<file path="config.mk">
export PLATFORM = sky130hd
export DESIGN_NAME = t07_fpu_sequencer
export DESIGN_NICKNAME = d
export VERILOG_FILES = /design/src/rtl/t07_fpu_pkg.sv /design/src/rtl/t07_fpu_fcsr.sv /design/src/rtl/t07_fpu_sequencer.sv
export SDC_FILE = /design/constraint.sdc
export NUM_CORES = 1
export LEC_CHECK = 0
export CAP_MARGIN = 20
export CORE_ASPECT_RATIO = 0.6
export CORE_MARGIN = 2
export CORE_UTILIZATION = 40
export DETAILED_ROUTE_END_ITERATION = 8
export PLACE_DENSITY = 0.88
export SYNTH_ARGS = -nofsm -noshare
export SYNTH_HDL_FRONTEND = slang
export SYNTH_SLANG_ARGS = --single-unit
</file>
<file path="constraint.sdc">
create_clock -name clk -period 4.6 [get_ports clk]
set_input_delay 1.15 -clock clk [delete_from_list [all_inputs] [get_ports clk]]
set_output_delay 1.15 -clock clk [all_outputs]
set_load 0.005 [all_outputs]
</file>
<file path="src/rtl/t07_fpu_pkg.sv">
// Shared types and encodings for the FPU issue sequencer: FSM states,
// rounding-mode encodings, fcsr field layout and flag positions.
package t07_fpu_pkg;

  typedef enum logic [1:0] {
    ST_IDLE  = 2'd0,
    ST_ISSUE = 2'd1,
    ST_WAIT  = 2'd2,
    ST_DONE  = 2'd3
  } state_e;

  // Rounding-mode encodings; DYN selects frm from the fcsr.
  localparam logic [2:0] RM_RNE = 3'd0;
  localparam logic [2:0] RM_RTZ = 3'd1;
  localparam logic [2:0] RM_RDN = 3'd2;
  localparam logic [2:0] RM_RUP = 3'd3;
  localparam logic [2:0] RM_RMM = 3'd4;
  localparam logic [2:0] RM_DYN = 3'd7;

  // fcsr layout: fflags in [4:0], frm in [7:5].
  localparam int FFLAGS_LSB = 0;
  localparam int FFLAGS_W   = 5;
  localparam int FRM_LSB    = 5;
  localparam int FRM_W      = 3;
  localparam int FCSR_W     = 8;

  // Bit positions of the accrued exception flags.
  localparam int FLAG_NX = 0;
  localparam int FLAG_UF = 1;
  localparam int FLAG_OF = 2;
  localparam int FLAG_DZ = 3;
  localparam int FLAG_NV = 4;

  // The two reserved encodings (3'b101, 3'b110) are the only illegal ones.
  function automatic logic rm_is_legal(input logic [2:0] rm);
    logic ok;
    case (rm)
      RM_RNE, RM_RTZ, RM_RDN, RM_RUP, RM_RMM, RM_DYN: ok = 1'b1;
      default:                                        ok = 1'b0;
    endcase
    return ok;
  endfunction

  // Effective rounding mode: the instruction field, or frm when dynamic.
  function automatic logic [2:0] rm_resolve(input logic [2:0] rm, input logic [2:0] frm);
    return (rm == RM_DYN) ? frm : rm;
  endfunction

  // Map the FPU's exception flags onto the accrued fflags field.
  function automatic logic [FFLAGS_W-1:0] sticky_flags(input logic [FFLAGS_W-1:0] f);
    logic [FFLAGS_W-1:0] r;
    r          = '0;
    r[FLAG_NV] = f[FLAG_NV];
    r[FLAG_DZ] = f[FLAG_DZ];
    r[FLAG_OF] = f[FLAG_OF];
    r[FLAG_UF] = f[FLAG_UF];
    r[FLAG_NX] = f[FLAG_NX];
    return r;
  endfunction

endpackage

</file>
<file path="src/rtl/t07_fpu_fcsr.sv">
// Architectural fcsr (frm + sticky fflags). A CSR write always wins over a
// same-cycle flag accumulation from a completing operation.
module t07_fpu_fcsr
  import t07_fpu_pkg::*;
(
  input  logic                clk,
  input  logic                rst,
  input  logic                csr_we,
  input  logic [FCSR_W-1:0]   csr_wdata,
  input  logic                acc_en,
  input  logic [FFLAGS_W-1:0] acc_flags,
  output logic [FRM_W-1:0]    frm,
  output logic [FFLAGS_W-1:0] fflags
);

  logic [FRM_W-1:0]    frm_q, frm_d;
  logic [FFLAGS_W-1:0] fflags_q, fflags_d;

  // Next fcsr value: CSR write first, otherwise OR in the operation's flags.
  always_comb begin
    frm_d    = frm_q;
    fflags_d = fflags_q;
    if (csr_we) begin
      frm_d    = csr_wdata[FRM_LSB +: FRM_W];
      fflags_d = csr_wdata[FFLAGS_LSB +: FFLAGS_W];
    end else if (acc_en) begin
      fflags_d = fflags_q | sticky_flags(acc_flags);
    end
  end

  // fcsr register, cleared by reset.
  always_ff @(posedge clk or posedge rst) begin
    if (rst) begin
      frm_q    <= '0;
      fflags_q <= '0;
    end else begin
      frm_q    <= frm_d;
      fflags_q <= fflags_d;
    end
  end

  assign frm    = frm_q;
  assign fflags = fflags_q;

endmodule

</file>
<file path="src/rtl/t07_fpu_sequencer.sv">
// Issue controller between the execute stage and the FPU: accepts one op,
// resolves the rounding mode, drives the FPU, waits on busy (with timeout)
// and returns the result over a valid/ready response channel.
module t07_fpu_sequencer
  import t07_fpu_pkg::*;
#(
  parameter int TIMEOUT = 64,
  parameter int OP_W    = 5
) (
  input  logic            clk,
  input  logic            rst,
  input  logic            req_valid,
  output logic            req_ready,
  input  logic [OP_W-1:0] req_op,
  input  logic [2:0]      req_rm,
  input  logic [31:0]     req_a,
  input  logic [31:0]     req_b,
  input  logic [31:0]     req_c,
  output logic            rsp_valid,
  input  logic            rsp_ready,
  output logic [31:0]     rsp_result,
  output logic [6:0]      rsp_flags,
  output logic            rsp_err,
  output logic [OP_W-1:0] fpu_op,
  output logic [31:0]     fpu_a,
  output logic [31:0]     fpu_b,
  output logic [31:0]     fpu_c,
  output logic [31:0]     fpu_fcsr,
  input  logic [31:0]     fpu_result,
  input  logic [6:0]      fpu_flags,
  input  logic            fpu_busy,
  input  logic            csr_we,
  input  logic [7:0]      csr_wdata,
  output logic [7:0]      csr_rdata
);

  // The counter only has to reach TIMEOUT-1.
  localparam int                CNT_W    = (TIMEOUT > 1) ? $clog2(TIMEOUT) : 1;
  localparam logic [CNT_W-1:0] CNT_LAST = CNT_W'(TIMEOUT - 1);

  state_e              state_q, state_d;
  logic [CNT_W-1:0]    cnt_q, cnt_d;
  logic                issued_q, issued_d;
  logic                err_q, err_d;

  logic [OP_W-1:0]     op_q, op_d;
  logic [31:0]         a_q, a_d;
  logic [31:0]         b_q, b_d;
  logic [31:0]         c_q, c_d;
  logic [FRM_W-1:0]    rm_q, rm_d;
  logic [31:0]         result_q, result_d;
  logic [6:0]          flags_q, flags_d;

  logic [FRM_W-1:0]    frm;
  logic [FFLAGS_W-1:0] fflags;
  logic [FRM_W-1:0]    rm_eff;
  logic                acc_en;

  assign rm_eff = rm_resolve(req_rm, frm);

  // FSM next state, operand/result latches and wait counter.
  always_comb begin
    state_d  = state_q;
    cnt_d    = cnt_q;
    issued_d = issued_q;
    err_d    = err_q;
    op_d     = op_q;
    a_d      = a_q;
    b_d      = b_q;
    c_d      = c_q;
    rm_d     = rm_q;
    result_d = result_q;
    flags_d  = flags_q;
    acc_en   = 1'b0;
    case (state_q)
      ST_IDLE: begin
        if (req_valid) begin
          rm_d = rm_eff;
          if (!rm_is_legal(rm_eff)) begin
            // Reserved rounding mode: answer with an error, never touch the FPU.
            state_d  = ST_DONE;
            err_d    = 1'b1;
            issued_d = 1'b0;
            result_d = '0;
            flags_d  = '0;
          end else begin
            state_d  = ST_ISSUE;
            err_d    = 1'b0;
            issued_d = 1'b1;
            op_d     = req_op;
            a_d      = req_a;
            b_d      = req_b;
            c_d      = req_c;
          end
        end
      end
      ST_ISSUE: begin
        state_d = ST_WAIT;
        cnt_d   = '0;
      end
      ST_WAIT: begin
        if (!fpu_busy) begin
          state_d  = ST_DONE;
          result_d = fpu_result;
          flags_d  = fpu_flags;
          acc_en   = 1'b1;
        end else if (cnt_q == CNT_LAST) begin
          // FPU never came back: abort without accruing any flags.
          state_d  = ST_DONE;
          err_d    = 1'b1;
          result_d = '0;
          flags_d  = '0;
        end else begin
          cnt_d = cnt_q + CNT_W'(1);
        end
      end
      ST_DONE: begin
        if (rsp_ready) begin
          state_d  = ST_IDLE;
          issued_d = 1'b0;
          err_d    = 1'b0;
        end
      end
      default: state_d = ST_IDLE;
    endcase
  end

  // Control state; reset aborts any in-flight operation immediately.
  always_ff @(posedge clk or posedge rst) begin
    if (rst) begin
      state_q  <= ST_IDLE;
      cnt_q    <= '0;
      issued_q <= 1'b0;
      err_q    <= 1'b0;
    end else begin
      state_q  <= state_d;
      cnt_q    <= cnt_d;
      issued_q <= issued_d;
      err_q    <= err_d;
    end
  end

  // Data latches; their outputs are gated by control state, so no reset.
  always_ff @(posedge clk) begin
    op_q     <= op_d;
    a_q      <= a_d;
    b_q      <= b_d;
    c_q      <= c_d;
    rm_q     <= rm_d;
    result_q <= result_d;
    flags_q  <= flags_d;
  end

  t07_fpu_fcsr u_fcsr (
    .clk       (clk),
    .rst       (rst),
    .csr_we    (csr_we),
    .csr_wdata (csr_wdata),
    .acc_en    (acc_en),
    .acc_flags (fpu_flags[FFLAGS_W-1:0]),
    .frm       (frm),
    .fflags    (fflags)
  );

  assign req_ready  = (state_q == ST_IDLE) & ~rst;
  assign rsp_valid  = (state_q == ST_DONE);
  assign rsp_result = rsp_valid ? result_q : 32'b0;
  assign rsp_flags  = rsp_valid ? flags_q  : 7'b0;
  assign rsp_err    = rsp_valid & err_q;

  // FPU inputs follow the latched op only while a legal op is in flight.
  assign fpu_op   = issued_q ? op_q : '0;
  assign fpu_a    = issued_q ? a_q  : 32'b0;
  assign fpu_b    = issued_q ? b_q  : 32'b0;
  assign fpu_c    = issued_q ? c_q  : 32'b0;
  assign fpu_fcsr = issued_q ? {24'b0, rm_q, fflags} : 32'b0;

  assign csr_rdata = {frm, fflags};

endmodule
</file>
==> impl_metrics.prom <==
# TYPE chip_impl_metric gauge
chip_impl_info{name="hold_start",value="cnt_q[4]"} 1
chip_impl_metric{name="floorplan.die.height",unit="microns"} 105
chip_impl_metric{name="synth-compound-area-share",unit=""} 0.0270
chip_impl_info{name="synth_top_family_by_area",value="simple AND/OR/NAND/NOR gates"} 1
chip_impl_metric{name="initialDrtViolationCount",unit=""} 367
chip_impl_metric{name="irDropWorstVdd",unit="mV"} 0.269
chip_impl_metric{name="final_nets",unit=""} 966
chip_impl_info{name="worst_hold_path.endpoint",value="cnt_q[4]"} 1
chip_impl_info{name="worst_setup_path_startpoint",value="issued_q"} 1
chip_impl_metric{name="tritoncts_num_sinks",unit=""} 161
chip_impl_info{name="crit_path_end_kind",value="output port"} 1
chip_impl_metric{name="final_wtd_congestion",unit=""} 0.857
chip_impl_metric{name="post-dp-hpwl",unit="microns"} 13300
chip_impl_metric{name="buffer_ports.inserted",unit=""} 315
chip_impl_metric{name="cts.reportedPaths.clkPinSlew",unit="ns"} 0.06
chip_impl_metric{name="critical_path_buf_inv_count",unit=""} 2
chip_impl_metric{name="worstPathArrival",unit="ns"} 2.40
chip_impl_metric{name="grt_start_max_net_pins",unit=""} 68
chip_impl_metric{name="full_die_area",unit="sq um"} 18000
chip_impl_metric{name="timing.reg2reg.setup_slack",unit="ns"} 2.18
chip_impl_metric{name="post_synth_num_cell_types",unit=""} 37
chip_impl_metric{name="synth.area.mux_share",unit=""} 0.0128
chip_impl_metric{name="drt.antenna.violating_nets",unit=""} 0
chip_impl_metric{name="rows",unit=""} 36
chip_impl_metric{name="wire_length_of_the_first_global_routing_pass",unit="microns"} 25700
chip_impl_metric{name="synth-edff-count",unit=""} 143
chip_impl_metric{name="yosys.area_share.adder",unit=""} 0.0111
chip_impl_metric{name="setup-tns-final",unit="ns"} 0
chip_impl_metric{name="power.share.combinational",unit=""} 0.324
chip_impl_metric{name="core_area",unit="sq um"} 16400
chip_impl_metric{name="cts_htree_levels",unit=""} 4
chip_impl_info{name="cp_top_family",value="flip-flops"} 1
chip_impl_metric{name="swShare",unit=""} 0.279
chip_impl_metric{name="cts_buffers",unit=""} 17
chip_impl_metric{name="share_of_post_route_cells_with_drive_strength_above_1",unit=""} 0.0588
chip_impl_metric{name="seq_power_share",unit=""} 0.413
chip_impl_metric{name="final_period_minus_worst_setup_slack",unit="ns"} 3.55
chip_impl_metric{name="async_flop_share",unit=""} 0.112
chip_impl_info{name="worstReg2RegStart",value="state_q[0]"} 1
chip_impl_metric{name="globalRouteTotalUtil",unit=""} 0.192
chip_impl_metric{name="fmax",unit="MHz"} 281
chip_impl_info{name="crit_path_cell_trace",value="buf_4 -> and2_1 -> clkdlybuf4s50_1"} 1
chip_impl_metric{name="yosys_register_bits",unit=""} 161
chip_impl_metric{name="pin_count",unit=""} 340
chip_impl_metric{name="netSwitchingPower",unit="mW"} 1.45
chip_impl_metric{name="setup_viol",unit=""} 0
chip_impl_metric{name="clockBufferDepth",unit=""} 2
chip_impl_metric{name="layout-area-overhead-vs-synth",unit="%"} 58.0
chip_impl_metric{name="holdBufCountCts",unit=""} 0
chip_impl_info{name="setup_repair_after_global_routing_missed_its_margin",value="no"} 1
chip_impl_info{name="cp-start-kind",value="register"} 1
chip_impl_metric{name="final.period_utilization",unit=""} 0.772
chip_impl_metric{name="clk-insertion-delay-late",unit="ns"} 0.41
chip_impl_info{name="synth-main-ff-cell",value="edfxtp_1"} 1
chip_impl_info{name="min_path_type",value="register to register"} 1
chip_impl_metric{name="totalWireLength",unit="microns"} 17600
chip_impl_metric{name="post_synth_inst_count",unit=""} 483
chip_impl_metric{name="cts.repair_timing.setup_buffer_count",unit=""} 0
chip_impl_metric{name="total_power",unit="mW"} 5.17
chip_impl_metric{name="first_global_vias",unit=""} 4620
chip_impl_info{name="clock_tree.root_cell",value="clkbuf_16"} 1
chip_impl_info{name="crit_slowest_cell",value="dfrtp_2"} 1
chip_impl_metric{name="critical-path-max-stage-delay",unit="ns"} 0.90
chip_impl_metric{name="max_slew.worst_pin.slew",unit="ns"} 0.837
chip_impl_metric{name="finalHoldViolCount",unit=""} 0
chip_impl_metric{name="drv_slew",unit=""} 0
chip_impl_metric{name="synthXorXnorAreaFrac",unit=""} 0.00130
chip_impl_metric{name="seq_area_frac_synth",unit=""} 0.702
chip_impl_info{name="run_status",value="finished clean"} 1
chip_impl_metric{name="floorplan.die.width",unit="microns"} 172
chip_impl_metric{name="max_slew_margin",unit=""} 0.442
chip_impl_metric{name="detail_route.wl_per_cell",unit="microns"} 16.9
chip_impl_metric{name="initial_core_util",unit=""} 0.412
chip_impl_metric{name="remaining_drc_errors",unit=""} 0
chip_impl_metric{name="timing.max_cap.violations",unit=""} 0
chip_impl_metric{name="syn-mean-instance-area",unit="sq um"} 14.0
chip_impl_metric{name="grt_remaining_overflow",unit=""} 0
chip_impl_metric{name="vias",unit=""} 4709
chip_impl_metric{name="synth_simple_gate_area_frac",unit=""} 0.202
chip_impl_metric{name="power_per_cell_area",unit="nW/um^2"} 484
chip_impl_info{name="timing.rr.end",value="flags_q[5]"} 1
chip_impl_metric{name="timing.hold.worst_path_depth",unit=""} 1
chip_impl_metric{name="avgViaCountPerCell",unit=""} 4.51
chip_impl_metric{name="firstDrtPassIters",unit=""} 5
chip_impl_metric{name="pwr-share-clk",unit=""} 0.264
chip_impl_metric{name="antenna_found_initial",unit=""} 0
chip_impl_metric{name="netlist_area",unit="sq um"} 6760
chip_impl_metric{name="cellLeakagePower",unit="nW"} 3.88
chip_impl_metric{name="ant_diodes",unit=""} 0
chip_impl_metric{name="final_core_util",unit=""} 0.651
chip_impl_info{name="critical_path_class",value="register to output port"} 1
chip_impl_metric{name="final.setup_skew",unit="ns"} 0.0126
chip_impl_metric{name="reg2regPathDepth",unit=""} 6
chip_impl_metric{name="worstPathRequired",unit="ns"} 3.45
chip_impl_info{name="tritoncts",value="done"} 1
chip_impl_metric{name="post_cts_resized",unit=""} 0
chip_impl_metric{name="crit_fanout",unit=""} 67
chip_impl_metric{name="p_int",unit="mW"} 3.73
chip_impl_metric{name="synth_warnings",unit=""} 0
-- flip-flops by register name, summed over array words and instances, names as in the netlist, 2 cells and up --
signal         flops
u_fcsr.frm         3
op_q               5
rm_q               3
u_fcsr.fflags      5
a_q               32
cnt_q              6
c_q               32
state_q            2
flags_q            7
result_q          32
b_q               32
-- worst max path at each step --
| stage | endpoint | cells past startpoint |
|---|---|---|
| 3_3_place_gp | b_q[17] | 5 |
| 2_1_floorplan | a_q[0] | 3 |
| 4_1_cts | fpu_a[5] | 3 |
| 5_1_grt | fpu_a[5] | 3 |
| 3_5_place_dp | b_q[26] | 5 |
| 6_report | fpu_a[5] | 3 |
-- area by class of cell --
class	count	area, sq um
Clock buffer	18	429
Clock inverter	14	143
Fill cell	1243	5720
Inverter	7	26.3
Multi-Input combinational cell	293	1820
Sequential cell	161	4750
Tap cell	228	285
Timing Repair Buffer	323	3230
-- metal layers --
| layer | global-route usage | part of all wire | up-vias |
|---|---|---|---|
| li1 | - | - | 2235 |
| met1 | 0.221 | 0.38 | 2275 |
| met2 | 0.342 | 0.52 | 185 |
| met3 | 0.0712 | 0.088 | 14 |
| met4 | 0.0426 | 0.0083 | 0 |
| met5 | 0 | 0 | - |
-- synthesized netlist by cell type (2+ instances only) --
library cell | n | area (sq um)
nand2_1 | 14 | 52.6
nor2b_1 | 4 | 25.0
mux2i_1 | 3 | 30.0
a31oi_1 | 2 | 12.5
mux2_2 | 2 | 22.5
inv_1 | 7 | 26.3
o21ai_1 | 8 | 40.0
nor2_1 | 11 | 41.3
and2_1 | 190 | 1190
buf_2 | 4 | 20.0
o21a_1 | 3 | 22.5
dfrtp_1 | 18 | 450
edfxtp_1 | 143 | 4290
mux2_1 | 3 | 33.8
clkbuf_1 | 17 | 63.8
ha_1 | 6 | 75.1
buf_4 | 24 | 180
nand3_1 | 4 | 20.0
and3_1 | 2 | 12.5
-- kinds of logic after synthesis --
logic type                 after synthesis
and+or+nand+nor                        229
muxes                                    8
buffers and inverters                   52
DFF                                    161
xor gates and xnor gates                 1
adders and majority gates                6
AOI/OAI and AO/OA                       25
other                                    1
-- layout by cell type, fill, tap and decap left out, types with 2 or more instances in the layout --
cell	instances
buf_4	7
edfxtp_1	143
nand3_1	4
and3_1	2
dfrtp_1	17
nor2_1	10
conb_1	24
clkinv_4	2
mux2_2	2
o21ai_1	8
inv_1	7
clkdlybuf4s50_1	315
nor2b_1	3
and2_1	189
mux2_1	3
mux2i_1	3
o21a_1	3
nand2_1	14
ha_1	6
clkbuf_16	17
inv_8	2
clkinvlp_4	2
a31oi_1	2
inv_6	6
-- per-stage QoR --
step | std cells | hold slack (ns) | cell area (sq um) | worst slack [ns]
floorplan | 506 | 0.449 | 6850 | 0.192
global placement | 1012 | 0.488 | 10100 | 1.15
detailed placement | 1012 | 0.492 | 10100 | 1.06
CTS | 1044 | 0.509 | 10700 | 0.970
global route | 1044 | 0.555 | 10700 | 0.804
finish | 1044 | 0.513 | 10700 | 1.05
-- power by group through the flow --
stage / logic, mW / clock network (mW) / registers (mW)
CTS: 1.70 / 1.39 / 2.14
global placement: 1.64 / 0 / 2.15
finish: 1.67 / 1.36 / 2.13
detailed placement: 1.68 / 0 / 2.17
floorplan: 0.718 / 0 / 2.10
global route: 1.82 / 1.45 / 2.17
(Power assumes the default switching activity.)
